## config.mk

```make
export PLATFORM = sky130hd
export DESIGN_NAME = v2f_seq_divmod
export DESIGN_NICKNAME = d
export VERILOG_FILES = /design/src/rtl/v2f_seq_divmod.sv
export SDC_FILE = /design/constraint.sdc
export NUM_CORES = 1
export LEC_CHECK = 0
export CELL_PAD_IN_SITES_DETAIL_PLACEMENT = 1
export CELL_PAD_IN_SITES_GLOBAL_PLACEMENT = 2
export CORE_ASPECT_RATIO = 0.8
export CORE_UTILIZATION = 34
export CTS_BUF_LIST = sky130_fd_sc_hd__clkbuf_2
export CTS_CLUSTER_DIAMETER = 40
export CTS_CLUSTER_SIZE = 25
export DETAILED_ROUTE_END_ITERATION = 10
export PLACE_DENSITY = 0.9
export SETUP_SLACK_MARGIN = 0.15
export SYNTH_ARGS = -nofsm -noshare
export SYNTH_HDL_FRONTEND = slang
export SYNTH_SLANG_ARGS = --single-unit
export TNS_END_PERCENT = 50
```

## constraint.sdc

```tcl
create_clock -name clk -period 10.3 [get_ports clk]
set_input_delay 1.545 -clock clk [delete_from_list [all_inputs] [get_ports clk]]
set_output_delay 1.545 -clock clk [all_outputs]
set_load 0.02 [all_outputs]
```

## src/rtl/v2f_seq_divmod.sv

```systemverilog
// Sequential signed/unsigned divider/modulo built from 16-bit limb arithmetic.
// Latency: WIDTH/STEPS + 2 cycles from accept to out_valid, independent of operands.
// Backpressure: one op in flight; in_ready only in IDLE, results held while out_ready is low.
module v2f_seq_divmod #(
    parameter int WIDTH = 64,
    parameter int STEPS = 1
) (
    input  logic             clk,
    input  logic             srst,
    input  logic             in_valid,
    output logic             in_ready,
    input  logic             signed_op,
    input  logic [WIDTH-1:0] a,
    input  logic [WIDTH-1:0] b,
    output logic             out_valid,
    input  logic             out_ready,
    output logic [WIDTH-1:0] q,
    output logic [WIDTH-1:0] r,
    output logic             div0
);

    localparam int N  = WIDTH / STEPS;
    localparam int CW = $clog2(N + 1);
    localparam int NL = WIDTH / 16;

    typedef enum logic [1:0] {IDLE, RUN, FIX, OUT} state_t;

    // Two's-complement negate, rippling a carry through 16-bit limbs.
    function automatic logic [WIDTH-1:0] limb_neg(input logic [WIDTH-1:0] x);
        logic [WIDTH-1:0] y;
        logic             c;
        logic [16:0]      s;
        y = '0;
        c = 1'b1;
        s = '0;
        for (int i = 0; i < NL; i++) begin
            s             = {1'b0, ~x[i*16 +: 16]} + {16'd0, c};
            y[i*16 +: 16] = s[15:0];
            c             = s[16];
        end
        return y;
    endfunction

    // (WIDTH+1)-bit trial subtract x - y in 16-bit limbs; the MSB of the result
    // is the no-borrow flag (x >= y), the rest is the low WIDTH bits of x - y.
    // The top limb only carries the single spill bit of x, y is zero there.
    function automatic logic [WIDTH:0] trial_sub(input logic [WIDTH:0]   x,
                                                 input logic [WIDTH-1:0] y);
        logic [WIDTH-1:0] d;
        logic             c;
        logic [16:0]      s;
        d = '0;
        c = 1'b1;
        s = '0;
        for (int i = 0; i < NL; i++) begin
            s             = {1'b0, x[i*16 +: 16]} + {1'b0, ~y[i*16 +: 16]} + {16'd0, c};
            d[i*16 +: 16] = s[15:0];
            c             = s[16];
        end
        s = {16'd0, x[WIDTH]} + 17'h0FFFF + {16'd0, c};
        c = s[16];
        return {c, d};
    endfunction

    state_t           state;
    logic [CW-1:0]    cnt;
    logic [WIDTH-1:0] work;   // dividend bits shift out the top, quotient bits shift in the bottom
    logic [WIDTH-1:0] rem;    // partial remainder, always < dvs except when dividing by zero
    logic [WIDTH-1:0] dvs;    // divisor magnitude
    logic             qneg;
    logic             rneg;
    logic             zdiv;

    logic             a_neg;
    logic             b_neg;
    logic [WIDTH-1:0] a_mag;
    logic [WIDTH-1:0] b_mag;

    logic [WIDTH-1:0] work_n;
    logic [WIDTH-1:0] rem_n;
    logic [WIDTH:0]   shifted;
    logic [WIDTH:0]   trial;

    // Operand sign detection and magnitudes, only meaningful in signed mode.
    always_comb begin
        a_neg = signed_op & a[WIDTH-1];
        b_neg = signed_op & b[WIDTH-1];
        a_mag = a_neg ? limb_neg(a) : a;
        b_mag = b_neg ? limb_neg(b) : b;
    end

    // STEPS restoring shift-subtract iterations, MSB first.
    always_comb begin
        rem_n   = rem;
        work_n  = work;
        shifted = '0;
        trial   = '0;
        for (int k = 0; k < STEPS; k++) begin
            shifted = {rem_n, work_n[WIDTH-1]};
            trial   = trial_sub(shifted, dvs);
            rem_n   = trial[WIDTH] ? trial[WIDTH-1:0] : shifted[WIDTH-1:0];
            work_n  = {work_n[WIDTH-2:0], trial[WIDTH]};
        end
    end

    // Control FSM with registered handshake and result outputs.
    // RUN spends one extra cycle at cnt == 0 before moving to FIX, so the total
    // latency is N stepping cycles + the exit cycle + the FIX cycle.
    always_ff @(posedge clk) begin
        if (srst) begin
            state     <= IDLE;
            cnt       <= '0;
            work      <= '0;
            rem       <= '0;
            dvs       <= '0;
            qneg      <= 1'b0;
            rneg      <= 1'b0;
            zdiv      <= 1'b0;
            in_ready  <= 1'b1;
            out_valid <= 1'b0;
            q         <= '0;
            r         <= '0;
            div0      <= 1'b0;
        end else begin
            case (state)
                IDLE: begin
                    if (in_valid) begin
                        work     <= a_mag;
                        dvs      <= b_mag;
                        rem      <= '0;
                        qneg     <= a_neg ^ b_neg;
                        rneg     <= a_neg;
                        zdiv     <= (b == '0);
                        cnt      <= CW'(N);
                        in_ready <= 1'b0;
                        state    <= RUN;
                    end
                end
                RUN: begin
                    if (cnt == '0) begin
                        state <= FIX;
                    end else begin
                        work <= work_n;
                        rem  <= rem_n;
                        cnt  <= cnt - 1'b1;
                    end
                end
                FIX: begin
                    // Divide-by-zero reports all-ones regardless of sign; the
                    // remainder magnitude equals |A| so the sign fix restores A.
                    q         <= zdiv ? '1 : (qneg ? limb_neg(work) : work);
                    r         <= rneg ? limb_neg(rem) : rem;
                    div0      <= zdiv;
                    out_valid <= 1'b1;
                    state     <= OUT;
                end
                OUT: begin
                    if (out_ready) begin
                        out_valid <= 1'b0;
                        in_ready  <= 1'b1;
                        state     <= IDLE;
                    end
                end
                default: begin
                    state <= IDLE;
                end
            endcase
        end
    end

endmodule
```

==> impl_metrics.toml <==
[status]
run_status = "complete, no violations"

[timing]
setup_slack_ps = 947
period_share_pct = 90.8
drv_slew = 0
setup_viol = 0
period_needed_ps = 9350
fin_tns_setup_ps = 0
rsz0062_at_grt = "no"
max_freq_mhz = 107
slew_headroom_pct = 24.3
hold_viol = 0
skew_ps = 106
worst_pin_slew_ps = 1140

[detailed_routing]
drc_errors = 0
route.detailed.wl_per_inst_um = 19.4
drt_iter0_drc = 1201
viasPerCell = 5.39
vias = 19943
antenna_left = 0
routed_wl_um = 71700
drtPass1Iterations = 5

[synth]
syn_area_per_cell_um2 = 7.66
synth_edf_count = 0
ys_warn_count = 0
synth_nets = 2915
yosysUniqueCellTypes = 62
yosysSeqAreaShare_pct = 32.7
async_flop_share_pct = 0
synth_flop_cell = "dfxtp_1"
syn_area_mm2 = 0.0205
netlist_instances = 2680
yosys_register_bits = 335

[cells_and_area]
fill_cells = 7302
area_growth_syn_to_layout_pct = 19.7
drive_above_1_share_pct = 5.28
nNetsFinal = 3099
final-seq-area_mm2 = 0.00671
multi_input_area_mm2 = 0.0128

[grt]
gr-max-usage-layer = "met2"
antenna_found_initial = 4
grt_pass1_vias = 20107
grt_max_degree = 113
use_met3_pct = 3.76
met1_usage_pct = 32.4
grt_pass1_wl_um = 112000
gr-total-overflow = 0
grt_util_met2_pct = 34.7
grt_usage_pct = 22.7

[clock_network]
cts_buffers = 66
clkSinkCount = 335
postCtsSetupBuffers = 0
cts_tree = "yes"
cts_root_buf = "clkbuf_2"
clk_path_buf_depth = 3
clk_pin_slew_ps = 150
htree_levels = 3
hold_buffers = 0
insertion_delay_ps = 1100
post_cts_resized = 0

[floorplan]
ios = 264
rows = 80
core_area_mm2 = 0.0597
dieWidth_um = 277
fp.dieArea_mm2 = 0.0613
start_util_pct = 34.4
die_height_um = 222

[placement]
io_buffers = 263
place_congestion = 0.875
pre_cts_ws_ps = 753
dpl.hpwl_um = 52700

[pwr]
powerDensity_mw_per_mm2 = 229
ir_drop_mv = 0.149
cellLeakagePower_nw = 8.95

[critical_path]
cpPeakStageDelay_ps = 440
start_kind = "flip-flop"
worstPathArrival_ps = 10310
critical_path_class = "reg2reg"
critical_path_peak_fanout = 51
end_kind = "flip-flop"
required_ps = 11260
cp_slowest_cell = "fa_1"

[flow_run]
cap_violations = 0

[hold_path]
min_path_type = "reg2reg"
==> per-layer routing <==
| layer | share of wire [%] | vias up |
|---|---|---|
| li1 | - | 9819 |
| met1 | 50 | 9649 |
| met2 | 43 | 367 |
| met3 | 4.1 | 108 |
| met4 | 2.5 | 0 |
| met5 | 0 | - |
==> logic make-up after synthesis <==
family,after synthesis,share of synthesized area (%)
AOI/OAI and AO/OA,780,24.4
and+or+nand+nor,898,19.0
xor gates and xnor gates,258,11.0
DFF,335,32.7
buffers and inverters,285,5.33
muxes,22,1.07
adders and majority gates,102,6.48
==> cell usage in the layout, fill, tap and decap left out, types with 65 or more instances in the layout <==
| cell | count |
|---|---|
| xor2_1 | 163 |
| clkbuf_2 | 79 |
| nand2_1 | 352 |
| a211oi_1 | 176 |
| ha_1 | 93 |
| dfxtp_1 | 333 |
| o31ai_1 | 65 |
| a21oi_1 | 182 |
| clkdlybuf4s50_1 | 262 |
| inv_1 | 120 |
| o21ai_0 | 182 |
| nor2_1 | 320 |
| xnor2_1 | 95 |
==> synthesized netlist by cell type, types with 7 or more instances <==
cell type | instances | area [um2]
xor2_1 | 163 | 1430
o22ai_1 | 9 | 56.3
nor4_1 | 22 | 138
or4_1 | 24 | 180
o21a_1 | 20 | 150
a211oi_1 | 176 | 1320
buf_2 | 10 | 50.1
a21oi_1 | 183 | 916
clkbuf_1 | 142 | 533
a32oi_1 | 21 | 184
and3_1 | 8 | 50.1
or2_2 | 7 | 43.8
o21ai_1 | 11 | 55.1
nand2b_1 | 17 | 106
buf_1 | 10 | 37.5
xnor2_1 | 95 | 832
nand2_1 | 352 | 1320
inv_1 | 120 | 450
nor3_1 | 45 | 225
a22o_1 | 7 | 61.3
o21ai_0 | 182 | 911
and2_1 | 13 | 81.3
o31ai_1 | 65 | 488
a21o_1 | 25 | 188
a31oi_1 | 10 | 62.6
ha_1 | 95 | 1190
fa_1 | 7 | 140
nor2_1 | 322 | 1210
o41ai_1 | 22 | 193
a311oi_1 | 13 | 114
o211ai_1 | 9 | 67.6
nand3_1 | 24 | 120
dfxtp_1 | 335 | 6710
nor2b_1 | 25 | 156
mux2i_1 | 22 | 220
or3_1 | 27 | 169
==> through the flow <==
step | cells | hold WS, ps | util [%] | instance area (um2) | total power (W)
6_report | 3702 | 474 | 41.2 | 24600 | 0.00563
5_1_grt | 3702 | 501 | 41.2 | 24600 | 0.00602
4_1_cts | 3694 | 474 | 41.1 | 24500 | 0.00567
3_5_place_dp | 3574 | 451 | 39.7 | 23700 | 0.00460
3_3_place_gp | 3574 | 447 | 39.7 | 23700 | 0.00450
2_1_floorplan | 2680 | 432 | - | 20500 | 0.00358
==> flip-flops by register name, indices dropped and copies added (netlist names) <==
signal / flops
r: 64
cnt: 7
in_ready: 1
rem: 64
q: 64
work: 64
state: 2
qneg: 1
zdiv: 1
div0: 1
rneg: 1
out_valid: 1
dvs: 64
==> critical path: cells and delay by family (launching register included) <==
kind                       cells  cell delay [ps]
AOI/OAI and AO/OA             26             4410
adders and majority gates      8             2940
and+or+nand+nor                6              980
buffers and inverters          3              480
DFF                            1              390
==> power breakdown <==
| group | switching, W | total (W) | internal, W |
|---|---|---|---|
| Clock | 0.000629 | 0.00105 | 0.000420 |
| Combinational | 0.00154 | 0.00255 | 0.00101 |
| Sequential | 0.000376 | 0.00203 | 0.00166 |
| Total | 0.00255 | 0.00563 | 0.00308 |
==> worst paths after layout <==
| check | start | end | slack, ps | depth (start not counted) |
|---|---|---|---|---|
| min | dvs[0]$_SDFFE_PP0P_ | dvs[0]$_SDFFE_PP0P_ | 470 | 2 |
| max | work[63]$_SDFFE_PP0P_ | rem[18]$_SDFFE_PP0P_ | 950 | 43 |
| min reg2reg | dvs[0]$_SDFFE_PP0P_ | dvs[0]$_SDFFE_PP0P_ | 470 | 2 |
| max reg2reg | work[63]$_SDFFE_PP0P_ | rem[18]$_SDFFE_PP0P_ | 950 | 43 |
==> cell type report <==
cell class,instances,area share (%)
Multi-Input combinational cell,2061,52.1
Sequential cell,335,27.3
Timing Repair Buffer,280,11.3
Tap cell,779,3.97
Clock inverter,41,1.84
Inverter,120,1.83
Clock buffer,79,1.61
Antenna cell,7,0.0713
No activity file was read; power rests on OpenSTA's default activity.
